[src/rtl/switch_arb_pkg.sv]
// Shared types and constants for the switch ingress arbiter and its picker.
package switch_arb_pkg;

  typedef enum logic {
    IDLE  = 1'b0,
    GRANT = 1'b1
  } arb_state_t;

  localparam int unsigned SW_ADDR_W = 8;
  localparam int unsigned SW_DATA_W = 16;
  localparam int unsigned STATS_W   = 16;

endpackage

[src/rtl/rr_pick.sv]
// Combinational rotate-priority picker: first set request after i_last_owner, wrapping.
module rr_pick #(
  parameter int unsigned N  = 4,
  parameter int unsigned IW = 2
) (
  input  logic [N-1:0]  i_req,
  input  logic [IW-1:0] i_last_owner,
  output logic [IW-1:0] o_winner,
  output logic          o_any_req
);

  int unsigned w_idx;

  always_comb begin
    o_winner  = '0;
    o_any_req = 1'b0;
    w_idx     = 0;
    for (int unsigned off = 1; off <= N; off++) begin
      w_idx = (32'(i_last_owner) + off) % N;
      if (!o_any_req && i_req[IW'(w_idx)]) begin
        o_winner  = IW'(w_idx);
        o_any_req = 1'b1;
      end
    end
  end

endmodule

[src/rtl/switch_ingress_arb.sv]
// Round-robin ingress arbiter with bounded bursts in front of the two-port switch.
// Optional per-requester beat counters are built when SWITCH_ARB_STATS_EN is defined.
module switch_ingress_arb
  import switch_arb_pkg::*;
#(
  parameter int unsigned NUM_REQ   = 4,
  parameter int unsigned ADDR_W    = SW_ADDR_W,
  parameter int unsigned DATA_W    = SW_DATA_W,
  parameter int unsigned MAX_BURST = 4,
  localparam int unsigned IW       = $clog2(NUM_REQ)
) (
  input  logic                        clk,
  input  logic                        rstn,
  input  logic [NUM_REQ-1:0]          req_vld,
  input  logic [NUM_REQ*ADDR_W-1:0]   req_addr,
  input  logic [NUM_REQ*DATA_W-1:0]   req_data,
  output logic [NUM_REQ-1:0]          req_rdy,
  input  logic                        hold,
  output logic [ADDR_W-1:0]           addr,
  output logic [DATA_W-1:0]           data,
  output logic                        vld,
  output logic [IW-1:0]               gnt_id,
`ifdef SWITCH_ARB_STATS_EN
  input  logic                        stats_clr,
  output logic [NUM_REQ*STATS_W-1:0]  gnt_count,
`endif
  output logic                        busy
);

  localparam logic [3:0] BURST_LAST = 4'(MAX_BURST - 1);

  arb_state_t        r_state;
  logic [IW-1:0]     r_owner;
  logic [IW-1:0]     r_last_owner;
  logic [IW-1:0]     r_gnt_id;
  logic [3:0]        r_burst_cnt;
  logic [ADDR_W-1:0] r_addr;
  logic [DATA_W-1:0] r_data;
  logic              r_vld;
  logic              r_busy;

  logic [IW-1:0]     w_winner;
  logic              w_any_req;
  logic              w_owner_vld;
  logic              w_accept;
  logic [ADDR_W-1:0] w_own_addr;
  logic [DATA_W-1:0] w_own_data;

  rr_pick #(
    .N  (NUM_REQ),
    .IW (IW)
  ) u_pick (
    .i_req        (req_vld),
    .i_last_owner (r_last_owner),
    .o_winner     (w_winner),
    .o_any_req    (w_any_req)
  );

  always_comb begin
    w_owner_vld = 1'b0;
    w_own_addr  = '0;
    w_own_data  = '0;
    req_rdy     = '0;
    for (int unsigned i = 0; i < NUM_REQ; i++) begin
      if (r_owner == IW'(i)) begin
        w_owner_vld = req_vld[i];
        w_own_addr  = req_addr[i*ADDR_W +: ADDR_W];
        w_own_data  = req_data[i*DATA_W +: DATA_W];
        req_rdy[i]  = (r_state == GRANT) && !hold;
      end
    end
  end

  assign w_accept = (r_state == GRANT) && !hold && w_owner_vld;

  always_ff @(posedge clk or negedge rstn) begin
    if (!rstn) begin
      r_state      <= IDLE;
      r_owner      <= '0;
      r_last_owner <= IW'(NUM_REQ - 1);
      r_gnt_id     <= '0;
      r_burst_cnt  <= '0;
      r_addr       <= '0;
      r_data       <= '0;
      r_vld        <= 1'b0;
      r_busy       <= 1'b0;
    end else begin
      r_vld <= w_accept;
      if (w_accept) begin
        r_addr <= w_own_addr;
        r_data <= w_own_data;
      end
      unique case (r_state)
        IDLE: begin
          if (!hold && w_any_req) begin
            r_state     <= GRANT;
            r_owner     <= w_winner;
            r_gnt_id    <= w_winner;
            r_burst_cnt <= '0;
            r_busy      <= 1'b1;
          end
        end
        GRANT: begin
          // hold freezes the grant entirely, including a dropped owner valid
          if (!hold) begin
            if (!w_owner_vld || r_burst_cnt == BURST_LAST) begin
              r_state      <= IDLE;
              r_last_owner <= r_owner;
              r_busy       <= 1'b0;
            end
            if (w_owner_vld) begin
              r_burst_cnt <= r_burst_cnt + 4'd1;
            end
          end
        end
      endcase
    end
  end

  assign addr   = r_addr;
  assign data   = r_data;
  assign vld    = r_vld;
  assign gnt_id = r_gnt_id;
  assign busy   = r_busy;

`ifdef SWITCH_ARB_STATS_EN
  logic [STATS_W-1:0] r_gnt_count [NUM_REQ];

  always_ff @(posedge clk or negedge rstn) begin
    if (!rstn) begin
      for (int unsigned i = 0; i < NUM_REQ; i++) r_gnt_count[i] <= '0;
    end else begin
      for (int unsigned i = 0; i < NUM_REQ; i++) begin
        if (stats_clr) begin
          r_gnt_count[i] <= '0;
        end else if (w_accept && r_owner == IW'(i) && r_gnt_count[i] != '1) begin
          r_gnt_count[i] <= r_gnt_count[i] + 1'b1;
        end
      end
    end
  end

  always_comb begin
    gnt_count = '0;
    for (int unsigned i = 0; i < NUM_REQ; i++) begin
      gnt_count[i*STATS_W +: STATS_W] = r_gnt_count[i];
    end
  end
`endif

endmodule

[config.mk]
export PLATFORM = sky130hd
export DESIGN_NAME = switch_ingress_arb
export DESIGN_NICKNAME = d
export VERILOG_FILES = /design/src/rtl/switch_arb_pkg.sv /design/src/rtl/rr_pick.sv /design/src/rtl/switch_ingress_arb.sv
export SDC_FILE = /design/constraint.sdc
export NUM_CORES = 1
export LEC_CHECK = 0
export ABC_AREA = 1
export CAP_MARGIN = 15
export CORE_MARGIN = 8
export CORE_UTILIZATION = 35
export DETAILED_ROUTE_END_ITERATION = 8
export PLACE_DENSITY = 0.74
export SKIP_CTS_REPAIR_TIMING = 1
export SYNTH_ARGS = -nofsm -noshare
export SYNTH_HDL_FRONTEND = slang
export SYNTH_SLANG_ARGS = --single-unit
[constraint.sdc]
create_clock -name clk -period 4.3 [get_ports clk]
set_clock_uncertainty 0.05 [all_clocks]
set_input_delay 0.86 -clock clk [delete_from_list [all_inputs] [get_ports clk]]
set_output_delay 0.86 -clock clk [all_outputs]
set_load 0.02 [all_outputs]
==> results.md, run 1 <==
- DR WL/cell: 15.8 microns
- # diodes: 0
- Final setup TNS: 0 ns
- CTS root buf: clkbuf_8
- Comb power frac: 0.630
- Initial Utilization: 0.358
- Crit path max-delay family: buffers and inverters
- Synthesized area: 0.00242 sq mm
- Worst-skew pair later-pin latency: 0.29 ns
- Routed vias: 2819
- Crit. End Element: primary output
- Worst EP required: 3.39 ns
- Die height: 99.2 microns
- Power per Cell Area: 593 mW/mm^2
- Largest net degree at the start of global routing: 43
- CTS tree: done
- Pwr Total: 2.26 mW
- WS Path Type: in -> out
- Sw Ratio: 0.484
- Crit path max fanout: 4
- Max Slew Vio Count: 0
- Critical-path cell list: clkdlybuf4s50_1 > nor2_1 > inv_1 > nor3_1 > clkdlybuf4s50_1
- Syn Inst Count: 345
- Sequential area share after synthesis: 0.363
- # DRC: 0
- Top Ports: 135
- Die area: 0.00983 sq mm
- Clock transition at path regs: 0.07 ns
- Grt total ovfl: 0
- Outcome: completed
- CP max stage cell: clkdlybuf4s50_1
- Crit start category: primary input
- FP Rows: 30
- Port Buffers: 134
- Max cap viols: 0
- Drt total wl: 8640 microns
- Layout cells sized above 1: 0.0622
- NumNets Final: 569
- Critical path buffers and inverters: 3
- Worst-margin pin slew: 0.792 ns
- Clk buf depth: 2
- Hpwl dp: 6410 microns
- Static leakage: 1.73 nW
- Slew Limit Headroom: 0.472
- Inserted Clock Buffers: 5
- Crit path top cell by count: clkdlybuf4s50_1
- Number of global-route vias before repair: 2742
- Final min period: 3.47 ns
- Mapped Nets: 449
- GPL Wtd Cong: 0.872
- Maximum VDD drop: 0.317 mV
- TritonCTS Sinks: 35
- WP data arrival: 2.56 ns
- Peak per-stage delay on the critical path: 0.66 ns
- DR iter-0 viols: 123
- GR Util All Layers: 0.173
- Seq cells post-synth: 35
- Flop pwr share: 0.267
- Int Power: 1.16 mW
- Unique masters post-synth: 27
- Setup violators final: 0
- 1st-pass router iterations: 6
- Antenna viol nets, final: 0
- Drt via density: 5.16
- Initial antenna violation count: 0
- Avg Synthesized Cell Area: 7.02 sq um
- HP Class: reg -> reg
- Max Fclk: 289 MHz
- Die W: 99.2 microns
- P&R area growth vs syn: 57.2%
- Post-route clock period utilization: 0.806
- Yosys warns: 0
- Core Box Area: 0.00676 sq mm
- H-tree depth: 2
- RSZ-0062 raised after global routing: false
- Clock share of power: 0.104
- First-pass GRT wire length: 13900 microns
- Final hold violation count: 0
- NetSw: 1.09 mW
[power groups by stage]
stage / combinational (mW) / clock (mW) / sequential [mW]
global route: 1.58 / 0.258 / 0.625
floorplan: 0.847 / 0 / 0.690
detailed placement: 1.44 / 0 / 0.605
finish: 1.42 / 0.234 / 0.602
global placement: 1.42 / 0 / 0.602
CTS: 1.44 / 0.241 / 0.602
[kinds of logic after synthesis]
kind of cell	count (synthesis)	synth area share
fa+ha+maj	1	0.00517
compound gates	46	0.113
buf+inv	46	0.101
simple gates	217	0.418
flops	35	0.363
[layer usage]
layer | vias to the layer above | part of all wire | track usage
li1 | 1390 | - | -
met1 | 1298 | 0.44 | 0.217
met2 | 123 | 0.47 | 0.291
met3 | 8 | 0.075 | 0.0489
met4 | 0 | 0.0086 | 0.0326
met5 | - | 0 | 0
[stage by stage]
stage	instances	util	worst slack [ns]	hold slack, ns	instance area (sq um)
final	546	0.563	0.835	0.432	3800
after global routing	546	0.563	0.778	0.463	3800
after CTS	546	0.563	0.836	0.435	3800
after detailed placement	538	0.551	0.837	0.416	3720
after global placement	538	0.551	0.907	0.412	3720
after floorplan	345	-	1.71	0.425	2420
[synth_stat cells]
cell type | instances | share of area
buf_4 | 3 | 0.0093
nand3_2 | 3 | 0.012
inv_4 | 4 | 0.010
buf_6 | 5 | 0.023
nand3_4 | 1 | 0.0072
nand3_1 | 36 | 0.074
nor2_8 | 2 | 0.017
inv_1 | 18 | 0.028
nand2_2 | 4 | 0.010
o21ai_1 | 7 | 0.014
ha_1 | 1 | 0.0052
nor2_4 | 1 | 0.0047
nand2_4 | 1 | 0.0047
nand2_1 | 142 | 0.22
dfrtp_1 | 33 | 0.34
nor2_1 | 3 | 0.0047
clkbuf_1 | 4 | 0.0062
a21boi_1 | 1 | 0.0031
buf_2 | 11 | 0.023
nor3_1 | 3 | 0.0062
nand4_2 | 1 | 0.0052
o211ai_1 | 15 | 0.047
inv_2 | 1 | 0.0015
dfstp_2 | 2 | 0.022
nand4_1 | 20 | 0.052
o21ai_0 | 22 | 0.045
a21boi_0 | 1 | 0.0031
[final cells by class]
class / count / area [sq um]
clock inverter: 1 / 5.00
sequential: 35 / 878
clock buffer: 7 / 76.3
tap: 80 / 100
multi-input combinational: 264 / 1300
timing repair buffer: 136 / 1350
inverter: 23 / 96.3
fill: 639 / 2950
[final timing paths]
| check | startpoint | endpoint | slack, ns | cells after the start |
|---|---|---|---|---|
| min in group asynchronous | rstn | data[1]$_DFFE_PN0P_ | 0.60 | 1 |
| max reg2reg | gnt_id[1]$_DFFE_PN0P_ | r_burst_cnt[2]$_DFFE_PN0P_ | 1.64 | 10 |
| max in group asynchronous | rstn | gnt_id[1]$_DFFE_PN0P_ | 3.09 | 1 |
| max | hold | req_rdy[0] | 0.83 | 5 |
| min reg2reg | addr[7]$_DFFE_PN0P_ | addr[7]$_DFFE_PN0P_ | 0.43 | 2 |
| min | addr[7]$_DFFE_PN0P_ | addr[7]$_DFFE_PN0P_ | 0.43 | 2 |
[cell usage in the layout (no fill, tap or decap)]
cell type          n
a21boi_0           1
a21boi_1           1
buf_2              1
buf_4              2
clkbuf_1           2
clkbuf_8           5
clkdlybuf4s50_1  133
clkinv_2           1
dfrtp_1           33
dfstp_2            2
ha_1               1
inv_1             18
inv_2              1
inv_4              4
nand2_1          142
nand2_2            4
nand2_4            1
nand3_1           36
nand3_2            3
nand3_4            1
nand4_1           20
nand4_2            1
nor2_1             3
nor2_4             1
nor2_8             2
nor3_1             3
o211ai_1          15
o21ai_0           22
o21ai_1            7
[registers in the layout (all words and copies together), names as in the netlist]
name,flops
data,16
addr,8
r_burst_cnt,4
gnt_id,2
r_last_owner,2
busy,1
r_state,1
vld,1
[worst register-to-register path: cells and delay by family (launching register included)]
family / cells / cell delay [ns]
buffers and inverters: 3 / 0.65
flip-flops: 1 / 0.82
AND/OR/NAND/NOR: 7 / 1.10
Note: power is estimated with default switching activity, not from simulation.
==> run 2, diff against run 1 <==
==> constraint.sdc (replaced) <==
create_clock -name clk -period 3.2 [get_ports clk]
set_clock_uncertainty 0.05 [all_clocks]
set_input_delay 0.64 -clock clk [delete_from_list [all_inputs] [get_ports clk]]
set_output_delay 0.64 -clock clk [all_outputs]
set_load 0.02 [all_outputs]
==> run 2 against run 1 <==
  * Hold slack lost 0.055 ns
  * Worst setup slack got worse by 0.47 ns
  * Largest cell class unchanged
  * Clock power is 73% higher
  * Via count down 2.7%
  * Final cell count rose by 0.55%
  * First-iteration DRC count fell by 27%
  * Largest power group unchanged
==> results.md, run 2 (same netlist as run 1, synthesis figures left out) <==
- Outcome: completed
- Crit path top cell by count: clkdlybuf4s50_1
- Clk buf depth: 2
- Top Ports: 135
- Largest net degree at the start of global routing: 43
- Die area: 0.00983 sq mm
- Port Buffers: 134
- Core Box Area: 0.00676 sq mm
- GRT Max-Usage Layer: met2
- First-pass GRT wire length: 13800 microns
- Setup slack, reg-to-reg: 0.86 ns
- Final hold violation count: 0
- DR WL/cell: 15.6 microns
- Crit. End Element: primary output
- Setup violators final: 0
- CTS tree: done
- Max cap viols: 0
- Post-route clock period utilization: 0.885
- Worst EP required: 2.51 ns
- Crit path max fanout: 4
- R2R Path End: r_burst_cnt[2]$_DFFE_PN0P_
- Crit start category: primary input
- CTS root buf: clkbuf_8
- Max Fclk: 353 MHz
- Routed vias: 2742
- Number of global-route vias before repair: 2742
- Drt via density: 4.99
- H-tree depth: 2
- 1st-pass router iterations: 4
- Commonest non-fill, non-tap cells in the layout: nand2_1 (142), clkdlybuf4s50_1 (133), nand3_1 (36)
- Largest register FFs: 16
- GR Util All Layers: 0.172
- Routing usage on met1: 0.214
- Static leakage: 1.76 nW
- FP Rows: 30
- Critical Path Source: hold
- Final setup TNS: 0 ns
- CP max stage cell: clkdlybuf4s50_1
- GPL Wtd Cong: 0.868
- Initial Utilization: 0.358
- # diodes: 0
- Worst-margin pin slew: 0.790 ns
- Origin of the critical flop-to-flop path: gnt_id[0]$_DFFE_PN0P_
- Clock transition at path regs: 0.08 ns
- RSZ-0062 raised after global routing: false
- Power per Cell Area: 815 mW/mm^2
- WP data arrival: 2.14 ns
- Peak per-stage delay on the critical path: 0.65 ns
- Layout cells sized above 1: 0.0725
- HP Class: in -> async
- Critical-path cell list: clkdlybuf4s50_1 > nor2_1 > inv_1 > nor3_1 > clkdlybuf4s50_1
- Drt total wl: 8550 microns
- Leading cell type in the layout, fill and taps excluded: nand2_1
- Die height: 99.2 microns
- Inserted Clock Buffers: 5
- Routing usage on met3: 0.0482
- Hpwl dp: 6530 microns
- Worst setup path end: req_rdy[1]
- P&R area growth vs syn: 59.4%
- Initial antenna violation count: 0
- Slew Limit Headroom: 0.473
- Final min period: 2.83 ns
- TritonCTS Sinks: 35
- Maximum VDD drop: 0.430 mV
- Worst-skew pair later-pin latency: 0.29 ns
- Die W: 99.2 microns
- Hold Worst Slack: 0.377 ns
- WS Path Type: in -> out
- Worst Reg2Reg Path Length in Cells: 10
- # DRC: 0
- NumNets Final: 572
- Antenna viol nets, final: 0
- Max Slew Vio Count: 0
- Met2 Usage GRT: 0.293
- Grt total ovfl: 0
- DR iter-0 viols: 90
[run 2: cell types whose count changed in the layout (fill, tap and decap cells not counted)]
cell | previous run | this run
clkinv_4 | 0 | 1
bufinv_16 | 0 | 1
buf_4 | 2 | 5
clkbuf_1 | 2 | 0
[run 2: metrics by stage]
stage | std cells | setup WS, ns | utilization | power, mW | area [sq um]
after floorplan | 345 | 0.980 | - | 2.07 | 2420
after global placement | 541 | 0.429 | 0.554 | 2.73 | 3750
after detailed placement | 541 | 0.354 | 0.554 | 2.77 | 3750
after CTS | 549 | 0.353 | 0.571 | 3.19 | 3860
after global routing | 549 | 0.266 | 0.571 | 3.41 | 3860
final | 549 | 0.367 | 0.571 | 3.15 | 3860
[run 2: area by class of cell]
| class | instances | area (sq um) |
|---|---|---|
| inverter | 23 | 96.3 |
| sequential | 35 | 878 |
| multi-input combinational | 264 | 1300 |
| clock inverter | 3 | 43.8 |
| timing repair buffer | 139 | 1370 |
| clock buffer | 5 | 68.8 |
| tap | 80 | 100 |
| fill | 653 | 2900 |
[run 2: routing by layer]
metal	up-vias	part of all wire
met1	1244	0.46
met5	-	0
met4	0	0.0071
li1	1395	-
met2	97	0.47
met3	6	0.072
[run 2: worst min path at each step]
stage          slack [ns]                   to           startpoint  cells after the start
4_1_cts              0.40  data[4]$_DFFE_PN0P_                 rstn                      1
2_1_floorplan        0.29  addr[0]$_DFFE_PN0P_                 rstn                      0
6_report             0.38  data[4]$_DFFE_PN0P_                 rstn                      1
3_3_place_gp         0.41  addr[5]$_DFFE_PN0P_  addr[5]$_DFFE_PN0P_                      2
3_5_place_dp         0.42  addr[7]$_DFFE_PN0P_  addr[7]$_DFFE_PN0P_                      2
5_1_grt              0.44  data[4]$_DFFE_PN0P_                 rstn                      1
[run 2: worst max-delay path, delay by kind of cell]
kind	cells	cell delay (ns)
buffers and inverters	3	1.18
AND/OR/NAND/NOR	2	0.32
[run 2: power by group]
| group | leakage, nW | switching, mW | internal, mW |
|---|---|---|---|
| registers | 0.440 | 0.150 | 0.638 |
| clock network | 0.0581 | 0.173 | 0.232 |
| logic | 1.26 | 1.16 | 0.791 |
| total | 1.76 | 1.48 | 1.66 |
